==> config.mk <==
export PLATFORM = sky130hd
export DESIGN_NAME = if_fetch_unit
export DESIGN_NICKNAME = d
export VERILOG_FILES = /design/src/rtl/if_fetch_unit.sv
export SDC_FILE = /design/constraint.sdc
export NUM_CORES = 1
export LEC_CHECK = 0
export BUFFER_PORTS_ARGS = -buffer_cell sky130_fd_sc_hd__buf_2
export CAP_MARGIN = 30
export CELL_PAD_IN_SITES_DETAIL_PLACEMENT = 2
export CELL_PAD_IN_SITES_GLOBAL_PLACEMENT = 2
export CORE_ASPECT_RATIO = 0.6
export CORE_MARGIN = 4
export CORE_UTILIZATION = 35
export DETAILED_ROUTE_END_ITERATION = 10
export PLACE_DENSITY_LB_ADDON = 0.05
export SLEW_MARGIN = 20
export SYNTH_ARGS = -nofsm -noshare
export SYNTH_HDL_FRONTEND = slang
export SYNTH_SLANG_ARGS = --single-unit
==> constraint.sdc <==
create_clock -name clk -period 5.4 [get_ports clk]
set_input_delay 1.08 -clock clk [delete_from_list [all_inputs] [get_ports clk]]
set_output_delay 1.08 -clock clk [all_outputs]
set_load 0.01 [all_outputs]
==> src/rtl/if_fetch_unit.sv <==
// Instruction-fetch front end: PC, in-order req/gnt/rvalid fetch port, instruction buffer to decode.
// Jump/flush kill in-flight fetches; killed responses are counted off by a discard counter.
module if_fetch_unit #(
  parameter int                    ADDR_WIDTH = 32,
  parameter int                    DATA_WIDTH = 32,
  parameter logic [ADDR_WIDTH-1:0] RST_PC     = '0,
  parameter int                    BUF_DEPTH  = 2
) (
  input  logic                  clk,
  input  logic                  rst,
  input  logic                  jump_en_i,
  input  logic [ADDR_WIDTH-1:0] jump_addr_i,
  input  logic                  pipeline_flush_i,
  output logic                  imem_req_o,
  output logic [ADDR_WIDTH-1:0] imem_addr_o,
  input  logic                  imem_gnt_i,
  input  logic                  imem_rvalid_i,
  input  logic [DATA_WIDTH-1:0] imem_rdata_i,
  output logic                  inst_valid_o,
  output logic [DATA_WIDTH-1:0] inst_o,
  output logic [ADDR_WIDTH-1:0] inst_addr_o,
  input  logic                  inst_ready_i
);

  localparam int PTR_W = $clog2(BUF_DEPTH);
  localparam int CNT_W = PTR_W + 1;
  localparam logic [DATA_WIDTH-1:0] NOP       = DATA_WIDTH'(32'h0000_0013);
  localparam logic [ADDR_WIDTH-1:0] RST_PC_AL = {RST_PC[ADDR_WIDTH-1:2], 2'b00};

  logic [ADDR_WIDTH-1:0] pc;
  logic [ADDR_WIDTH-1:0] replay_pc;
  logic [CNT_W-1:0]      outstanding;
  logic [CNT_W-1:0]      discard;

  // Address queue: PC of each live (non-killed) granted fetch, in request order.
  logic [ADDR_WIDTH-1:0] aq_mem [BUF_DEPTH];
  logic [CNT_W-1:0]      aq_wr;
  logic [CNT_W-1:0]      aq_rd;

  // Instruction buffer: {addr, data} pairs awaiting decode.
  logic [ADDR_WIDTH-1:0] ba_mem [BUF_DEPTH];
  logic [DATA_WIDTH-1:0] bd_mem [BUF_DEPTH];
  logic [CNT_W-1:0]      b_wr;
  logic [CNT_W-1:0]      b_rd;

  logic                  kill;
  logic [ADDR_WIDTH-1:0] jump_tgt;
  logic [CNT_W-1:0]      buf_count;
  logic                  buf_empty;
  logic [CNT_W:0]        in_use;
  logic                  req_fire;
  logic                  rsp_ok;
  logic                  rsp_keep;
  logic                  rsp_drop;
  logic                  pop;
  logic [PTR_W-1:0]      head;
  logic [1:0]            unused_jump_lsb;

  assign unused_jump_lsb = jump_addr_i[1:0];

  assign kill      = jump_en_i | pipeline_flush_i;
  assign jump_tgt  = {jump_addr_i[ADDR_WIDTH-1:2], 2'b00};
  assign buf_count = b_wr - b_rd;
  assign buf_empty = (buf_count == '0);
  assign in_use    = {1'b0, outstanding} + {1'b0, buf_count};
  assign head      = b_rd[PTR_W-1:0];

  // Issue only when every outstanding fetch is guaranteed a buffer slot.
  assign imem_req_o  = !rst && !kill && (in_use < (CNT_W+1)'(BUF_DEPTH));
  assign imem_addr_o = pc;
  assign req_fire    = imem_req_o & imem_gnt_i;

  // A response with nothing outstanding is a protocol error and is ignored entirely.
  assign rsp_ok   = imem_rvalid_i && (outstanding != '0);
  assign rsp_keep = rsp_ok && !kill && (discard == '0);
  assign rsp_drop = rsp_ok && !kill && (discard != '0);

  assign inst_valid_o = !buf_empty && !kill;
  assign pop          = inst_valid_o & inst_ready_i;
  assign inst_o       = buf_empty ? NOP : bd_mem[head];
  assign inst_addr_o  = buf_empty ? '0  : ba_mem[head];

  always_ff @(posedge clk or posedge rst) begin
    if (rst) begin
      pc          <= RST_PC_AL;
      replay_pc   <= RST_PC_AL;
      outstanding <= '0;
      discard     <= '0;
      aq_wr       <= '0;
      aq_rd       <= '0;
      b_wr        <= '0;
      b_rd        <= '0;
    end else begin
      outstanding <= outstanding + CNT_W'(req_fire) - CNT_W'(rsp_ok);
      if (kill) begin
        // Every fetch still outstanding after this cycle belongs to the old stream.
        discard <= outstanding - CNT_W'(rsp_ok);
        aq_wr   <= '0;
        aq_rd   <= '0;
        b_wr    <= '0;
        b_rd    <= '0;
        if (jump_en_i) begin
          pc        <= jump_tgt;
          replay_pc <= jump_tgt;
        end else begin
          pc <= replay_pc;
        end
      end else begin
        if (req_fire) begin
          pc    <= pc + ADDR_WIDTH'(4);
          aq_wr <= aq_wr + CNT_W'(1);
        end
        if (rsp_drop) begin
          discard <= discard - CNT_W'(1);
        end
        if (rsp_keep) begin
          aq_rd <= aq_rd + CNT_W'(1);
          b_wr  <= b_wr + CNT_W'(1);
        end
        if (pop) begin
          b_rd      <= b_rd + CNT_W'(1);
          replay_pc <= ba_mem[head] + ADDR_WIDTH'(4);
        end
      end
    end
  end

  always_ff @(posedge clk) begin
    if (req_fire) begin
      aq_mem[aq_wr[PTR_W-1:0]] <= pc;
    end
    if (rsp_keep) begin
      ba_mem[b_wr[PTR_W-1:0]] <= aq_mem[aq_rd[PTR_W-1:0]];
      bd_mem[b_wr[PTR_W-1:0]] <= imem_rdata_i;
    end
  end

endmodule

==> results.py, run 1 <==
metrics = {
    "floorplanning": {
        "fp.dieH_um": 152,
        "die_w_um": 248,
        "fp-row-count": 52,
        "io_pins": 169,
        "core-area_mm2": 0.0338,
        "start_util_pct": 35.7,
        "dieArea_mm2": 0.0376,
    },
    "global_routing": {
        "grt_max_degree": 66,
        "gr-total-overflow": 0,
        "grt_use_total_pct": 20.9,
        "grt_pass1_vias": 9461,
        "grt_pass1_wl_um": 60100,
        "antenna_found_initial": 0,
    },
    "finish": {
        "drive_gt1_share_pct": 23.3,
        "area_growth_pct": 19.9,
        "diodes": 0,
        "stdcell_area_mm2": 0.0145,
        "nFillCells": 3522,
        "final_nets": 1246,
    },
    "drt": {
        "wirelength_um": 39600,
        "wl_per_cell_um": 24.0,
        "firstDrtPassIters": 5,
        "drc": 0,
        "vias_per_cell": 5.35,
        "drtIter0Drc": 501,
        "antenna_left": 0,
        "via_count": 8807,
    },
    "clock_tree": {
        "post_cts_buffers": 0,
        "htreeDepth": 1,
        "clock_sinks": 266,
        "cts_resized": 0,
        "cts.reportedPaths.clkPinSlew_ns": 0.06,
        "clkLatencyLatePin_ns": 0.56,
        "cts_hold_repair.buffers": 0,
        "cts_buffer_depth": 3,
        "root_buffer": "clkbuf_16",
        "cts_tree": "yes",
        "cts_made_buffers": 28,
    },
    "logic_synthesis": {
        "yosys-top-cells-count": "edfxtp_1 (192), nor2_1 (139), nand2_1 (87)",
        "syn_inst": 1004,
        "synth_ff_type": "edfxtp_1",
        "ys_seq_area_share_pct": 63.1,
        "synth_area_leaders": "edfxtp_1 (48%), dfrtp_1 (15%), mux2i_1 (5.0%)",
        "synth-warning-count": 0,
        "syn_avg_cell_area_um2": 12.0,
        "yosysTopAreaCellShare_pct": 47.8,
        "synth-edff-count": 192,
        "synthArstFlopShare_pct": 27.8,
        "synth.most_common_cell": "edfxtp_1",
        "synth_seq_cells": 266,
        "synth.distinct_cells": 60,
        "netlist_area_mm2": 0.0121,
        "synth_top_area_cell": "edfxtp_1",
        "synth_nets": 1083,
    },
    "setup_path": {
        "critPathMaxFanout": 45,
        "r2r_cells": 10,
        "worstReg2RegEnd": "imem_addr_o[26]$_DFFE_PP0P_",
        "worstSetupPathType": "flop to primary output",
        "required_ns": 4.32,
        "critPathTopFamily": "buffers and inverters",
        "path_cells": "ha_1 -> xnor3_1 -> and2_2 -> buf_4 -> nor2_1 -> buf_2",
        "crit_slowest_cell": "dfrtp_4",
        "r2r_slack_ns": 1.79,
        "cp.depth": 6,
        "arrival_ns": 3.16,
        "worstSetupStartpointType": "flop",
        "cp-end-kind": "primary output",
        "worst_path_largest_cell_delay_ns": 0.60,
        "r2r-start": "b_rd[0]$_DFFE_PP0P_",
        "path_buf_inv": 2,
    },
    "sta": {
        "tightest_slew_ns": 1.01,
        "hold_viol_final": 0,
        "setup_ws_ns": 1.16,
        "maxSlewViolCount": 0,
        "slew-limit-headroom_pct": 32.8,
        "period_needed_ns": 4.24,
        "finalSetupViolCount": 0,
        "min_period_over_period_pct": 78.6,
        "skew_ns": 0.0179,
        "hold_ws_ns": 0.501,
        "setup-tns-final_ns": 0,
        "fmax_mhz": 236,
        "rsz0062_at_grt": "no",
    },
    "placed_design": {
        "place_ws_ns": 1.36,
        "dpl.hpwl_um": 27500,
        "port_buffers": 166,
        "gp_congestion": 0.791,
        "placed_area_mm2": 0.0134,
    },
    "min_path": {
        "min_to": "aq_mem[1][1]$_DFFE_PP_",
        "whs_path_depth": 0,
        "hold_path_class": "flop to flop",
        "hp-start": "imem_addr_o[1]$_DFFE_PP0P_",
    },
    "status": {
        "outcome": "finished, final reports clean",
    },
    "power": {
        "powerDensity_mw_per_mm2": 354,
        "leakagePower_nw": 5.39,
        "ir_drop_mv": 0.195,
    },
    "job": {
        "max_cap_violations": 0,
    },
}
## worst max path at each step
stage                              to  slack (ns)                start
2_1_floorplan  ba_mem[0][0]$_DFFE_PP_        0.44     pipeline_flush_i
3_3_place_gp             inst_valid_o        1.33     pipeline_flush_i
3_5_place_dp             inst_valid_o        1.36     pipeline_flush_i
4_1_cts               inst_addr_o[11]        1.10  b_rd[0]$_DFFE_PP0P_
5_1_grt               inst_addr_o[11]        0.95  b_rd[0]$_DFFE_PP0P_
6_report              inst_addr_o[11]        1.16  b_rd[0]$_DFFE_PP0P_
## kinds of logic after synthesis
kind of cell | count (synthesis) | share of synthesized area (%)
AOI/OAI and AO/OA | 192 | 9.60
muxes | 93 | 8.05
adders and majority gates | 8 | 0.891
xor gates and xnor gates | 42 | 3.16
DFF | 266 | 63.1
and+or+nand+nor | 334 | 12.7
buffers and inverters | 69 | 2.46
## area by class of cell
| type | count | area [um^2] | area share [%] |
|---|---|---|---|
| Inverter | 17 | 65.1 | 0.449 |
| Tap cell | 459 | 574 | 3.97 |
| Clock inverter | 14 | 209 | 1.44 |
| Clock buffer | 37 | 777 | 5.37 |
| Sequential cell | 266 | 7620 | 52.6 |
| Multi-Input combinational cell | 669 | 4190 | 29.0 |
| Timing Repair Buffer | 185 | 1040 | 7.17 |
## worst register-to-register path, stage by stage, from the launching register on
cell and delay, ns:
dfrtp_4 0.60, ha_1 0.39, nand2b_1 0.19, fa_1 0.37, nor2b_1 0.14, and4_1 0.21, inv_1 0.06, buf_4 0.28
nand2_1 0.62, a41oi_1 0.50, o31ai_1 0.09
## through the flow
stage               total power, mW  std cells  util [%]
floorplan                      2.80       1004         -
global placement               3.05       1593      39.7
detailed placement             3.08       1593      39.7
CTS                            5.18       1644      42.6
global route                   5.36       1647      42.8
finish                         5.12       1647      42.8
## sequential cells by signal (all words and copies together), names as in the netlist
name / flops
aq_mem: 64
b_rd: 2
imem_addr_o: 32
b_wr: 2
bd_mem: 64
replay_pc: 32
outstanding: 2
discard: 2
aq_wr: 1
aq_rd: 1
ba_mem: 64
## layer usage
layer	GRT usage [%]	vias to the layer above	share of wire (%)
met2	34.8	150	48
met5	0	-	0
met3	3.22	37	3.5
met4	3.11	0	1.3
met1	29.6	4615	47
li1	-	4005	-
## power breakdown
part	internal (mW)	switching [mW]
clock network	1.26	0.831
registers	2.31	0.116
logic	0.229	0.379
## cell usage in the layout, fill, tap and decap left out, types with 21 or more instances in the layout
cell,instances
mux2_2,33
nand3_1,28
o21ai_0,43
nand2_1,87
nor2_1,137
xor2_1,21
a21oi_1,78
dfrtp_1,73
mux2i_1,60
buf_2,166
clkbuf_16,30
edfxtp_1,192
No activity file was read; power rests on OpenSTA's default activity.
==> run 2: changes to the inputs <==
clock period = 3.45 ns   (was 5.4 ns; I/O delays follow)
==> results.py, run 2 (same netlist as run 1, synthesis figures left out) <==
metrics = {
    "status": {
        "outcome": "finished, final reports clean",
    },
    "min_path": {
        "hold_path_class": "input pin to asynchronous set/reset pin",
    },
    "sta": {
        "period_needed_ns": 3.21,
        "fmax_mhz": 312,
        "tightest_slew_ns": 0.717,
        "finalSetupViolCount": 0,
        "hold_viol_final": 0,
        "slew-limit-headroom_pct": 52.1,
        "setup_ws_ns": 0.241,
        "rsz0062_at_grt": "no",
        "min_period_over_period_pct": 93.0,
        "skew_ns": 0.0127,
        "setup-tns-final_ns": 0,
        "maxSlewViolCount": 0,
    },
    "placed_design": {
        "port_buffers": 166,
        "gp_congestion": 0.783,
        "placed_cells": 1610,
        "place_ws_ns": 0.348,
        "placed_area_mm2": 0.0136,
        "dpl.hpwl_um": 27700,
    },
    "floorplanning": {
        "fp-row-count": 52,
        "core-area_mm2": 0.0338,
        "dieArea_mm2": 0.0376,
        "start_util_pct": 35.7,
        "fp.dieH_um": 152,
        "die_w_um": 248,
        "io_pins": 169,
    },
    "global_routing": {
        "gr-total-overflow": 0,
        "antenna_found_initial": 0,
        "grt_use_total_pct": 20.9,
        "grt_pass1_vias": 9646,
        "grt_pass1_wl_um": 60800,
        "grt_max_degree": 80,
    },
    "setup_path": {
        "crit_start": "b_wr[0]$_DFFE_PP0P_",
        "worstSetupStartpointType": "flop",
        "cp-end-kind": "primary output",
        "required_ns": 2.76,
        "worstSetupPathType": "flop to primary output",
        "critPathMaxFanout": 52,
        "r2r-start": "b_wr[0]$_DFFE_PP0P_",
        "arrival_ns": 2.52,
    },
    "clock_tree": {
        "cts_buffer_depth": 3,
        "clkLatencyLatePin_ns": 0.55,
        "cts.reportedPaths.clkPinSlew_ns": 0.06,
        "cts_made_buffers": 27,
        "htreeDepth": 1,
        "post_cts_buffers": 0,
        "root_buffer": "clkbuf_16",
        "cts_tree": "yes",
        "clock_sinks": 266,
        "cts_hold_repair.buffers": 0,
    },
    "power": {
        "power.share.clock_pct": 38.3,
        "swShare_pct": 26.5,
        "ir_drop_mv": 0.382,
        "internal-power_mw": 5.67,
        "net-switching-power_mw": 2.04,
        "seq_power_share_pct": 49.0,
        "leakagePower_nw": 5.42,
        "comb_power_share_pct": 12.7,
        "powerDensity_mw_per_mm2": 532,
    },
    "drt": {
        "drc": 0,
        "via_count": 8830,
        "drtIter0Drc": 575,
        "wirelength_um": 39600,
        "firstDrtPassIters": 6,
        "vias_per_cell": 5.32,
        "antenna_left": 0,
        "wl_per_cell_um": 23.9,
    },
    "finish": {
        "final_nets": 1259,
        "stdcell_area_mm2": 0.0145,
        "drive_gt1_share_pct": 24.1,
        "finalNonFillerCells": 1660,
        "final_common_cell": "edfxtp_1",
        "final_cell_mix": "edfxtp_1 (192), buf_2 (166), nor2_1 (137)",
        "area_growth_pct": 20.1,
    },
    "job": {
        "max_cap_violations": 0,
    },
}
[run 2: final timing paths]
check,endpoint,slack (ns),cells after the start
max in group asynchronous,replay_pc[24]$_DFFE_PP0P_,2.50,3
worst max-delay path,inst_addr_o[30],0.24,7
worst max register to register,imem_addr_o[9]$_DFFE_PP0P_,0.42,11
worst min register to register,aq_mem[0][1]$_DFFE_PP_,0.49,0
min in group clk,bd_mem[1][0]$_DFFE_PP_,0.33,1
worst min-delay path,discard[1]$_DFFE_PP0P_,0.25,2
[run 2: per-layer routing]
layer  track usage (%)  routed length, um
met1              29.9              18400
met2              34.6              19000
met3              3.10               1600
met4              3.30                573
met5                 0                  0
[run 2: power groups by stage]
| stage | combinational [mW] | clock [mW] | sequential (mW) |
|---|---|---|---|
| 5_1_grt | 1.10 | 3.18 | 3.80 |
| 3_3_place_gp | 0.953 | 0 | 3.84 |
| 4_1_cts | 1.00 | 3.04 | 3.78 |
| 3_5_place_dp | 0.989 | 0 | 3.85 |
| 2_1_floorplan | 0.578 | 0 | 3.81 |
| 6_report | 0.979 | 2.95 | 3.78 |
[run 2: worst max-delay path, stage by stage, from the launching register on]
cell and delay [ns]:
dfrtp_1 0.39, inv_1 0.12, ha_1 0.22, xnor3_1 0.35, and2_4 0.33, buf_12 0.29, nor2_1 0.09, buf_2 0.16
[run 2: metrics by stage]
step	utilization, %	power (mW)	hold slack, ns
finish	42.8	7.71	0.252
global route	42.8	8.08	0.292
CTS	42.8	7.83	0.265
detailed placement	40.2	4.84	0.490
global placement	40.2	4.79	0.479
floorplan	-	4.38	0.464
[run 2: area by class of cell]
class	count	area, um^2
repair buffers	199	1170
multi-input cells	669	4200
clock buffers	33	708
diodes	1	2.50
fillers	3468	19300
well taps	459	574
flip-flops and latches	266	7620
inverters	17	65.1
clock inverters	16	156
[run 2: what timing repair did]
item                       in CTS  in global routing
setup endpoints to repair      52                 51
resized for setup               4                  2
cloned                          0                  0
pin swaps                       0                  0
==> run 3: changes to the inputs <==
CORE_UTILIZATION = 42   (was 35)
RECOVER_POWER = 50   (was default)
SLEW_MARGIN = 10   (was 20)
clock period = 3.85 ns   (was 3.45 ns; I/O delays follow)
==> results.py, run 3 (same netlist as run 1, synthesis figures left out) <==
metrics = {
    "status": {
        "outcome": "finished, violations left",
        "violations": "capacitance limit, slew limit",
    },
    "drt": {
        "wl_per_cell_um": 26.5,
        "antenna_left": 0,
        "vias_per_cell": 5.81,
        "wirelength_um": 41400,
        "via_count": 9076,
        "drtIter0Drc": 585,
        "firstDrtPassIters": 7,
        "drc": 0,
    },
    "sta": {
        "fmax_mhz": 272,
        "maxSlewViolCount": 185,
        "period_needed_ns": 3.68,
        "hold_viol_final": 0,
        "slew-limit-headroom_pct": -75.0,
        "hold_ws_ns": 0.135,
        "tightest_slew_ns": 2.63,
        "rsz0062_at_grt": "no",
        "skew_ns": 0.0267,
        "min_period_over_period_pct": 95.6,
        "finalSetupViolCount": 0,
        "setup_ws_ns": 0.169,
    },
    "placed_design": {
        "place_ws_ns": 0.459,
        "placed_cells": 1515,
        "gp_congestion": 0.833,
        "port_buffers": 166,
        "dpl.hpwl_um": 28800,
    },
    "finish": {
        "diodes": 0,
        "final_nets": 1256,
        "final_common_cell": "edfxtp_1",
        "area_growth_pct": 18.1,
        "drive_gt1_share_pct": 16.6,
        "final_cell_mix": "edfxtp_1 (192), nor2_1 (137), buf_2 (118)",
        "final_util_pct": 51.0,
        "finalNonFillerCells": 1563,
    },
    "clock_tree": {
        "cts_tree": "yes",
        "cts_resized": 0,
        "cts_made_buffers": 26,
        "clock_sinks": 266,
        "htreeDepth": 1,
        "root_buffer": "clkbuf_16",
        "cts_hold_repair.buffers": 0,
        "cts.reportedPaths.clkPinSlew_ns": 0.07,
        "cts_buffer_depth": 3,
        "post_cts_buffers": 0,
        "clkLatencyLatePin_ns": 0.55,
    },
    "floorplanning": {
        "dieArea_mm2": 0.0316,
        "core-area_mm2": 0.0279,
        "die_w_um": 227,
        "fp.dieH_um": 139,
        "start_util_pct": 43.2,
        "io_pins": 169,
        "fp-row-count": 47,
    },
    "power": {
        "powerDensity_mw_per_mm2": 481,
        "ir_drop_mv": 0.296,
        "leakagePower_nw": 5.23,
        "finalPower_mw": 6.86,
    },
    "min_path": {
        "hold_path_class": "input pin to asynchronous set/reset pin",
    },
    "global_routing": {
        "grt_use_total_pct": 25.9,
        "grt_pass1_vias": 9965,
        "grt_pass1_wl_um": 62700,
        "antenna_found_initial": 0,
        "grt_max_degree": 65,
        "gr-total-overflow": 0,
    },
    "setup_path": {
        "worstSetupStartpointType": "flop",
        "required_ns": 3.08,
        "worstSetupPathType": "flop to primary output",
        "cp-end-kind": "primary output",
        "arrival_ns": 2.91,
        "critPathMaxFanout": 38,
    },
    "job": {
        "max_cap_violations": 4,
    },
}
==> run 3: routing by layer <==
metal  track usage, %  routed length [um]
met1             34.9               17900
met2             44.2               20500
met3             4.88                2130
met4             5.25                 870
met5                0                   0
==> run 3: final timing paths <==
path	startpoint	endpoint	slack (ns)	cells past startpoint
max reg2reg	b_rd[0]$_DFFE_PP0P_	replay_pc[25]$_DFFE_PP0P_	0.30	7
max in group asynchronous	rst	b_rd[0]$_DFFE_PP0P_	0.64	3
max	b_rd[0]$_DFFE_PP0P_	inst_addr_o[27]	0.17	5
min reg2reg	replay_pc[12]$_DFFE_PP0P_	replay_pc[12]$_DFFE_PP0P_	0.51	2
min	rst	replay_pc[7]$_DFFE_PP0P_	0.13	2
min in group clk	imem_rdata_i[10]	bd_mem[1][10]$_DFFE_PP_	0.41	1
==> run 3: critical path: stages (launching register included) <==
cell	delay, ns
dfrtp_4	0.63
buf_4	0.48
buf_4	0.47
mux2i_2	0.49
nor2_1	0.11
buf_2	0.17
==> run 3: final cells by class <==
cell class / count / area (um^2)
fill: 2811 / 13700
tap: 367 / 459
multi-input combinational: 669 / 4200
timing repair buffer: 197 / 1070
inverter: 17 / 65.1
clock buffer: 36 / 739
clock inverter: 11 / 103
sequential: 266 / 7620
==> run 3: report_power, final <==
group	leakage [nW]	switching (mW)	internal, mW
logic	2.13	0.543	0.307
registers	2.68	0.160	3.25
clock network	0.411	1.13	1.47
==> run 3: per-stage QoR <==
stage               setup TNS (ns)  area (um^2)
floorplan                   -0.643        12100
global placement                 0        13500
detailed placement               0        13500
CTS                              0        14300
global route                     0        14300
finish                           0        14300
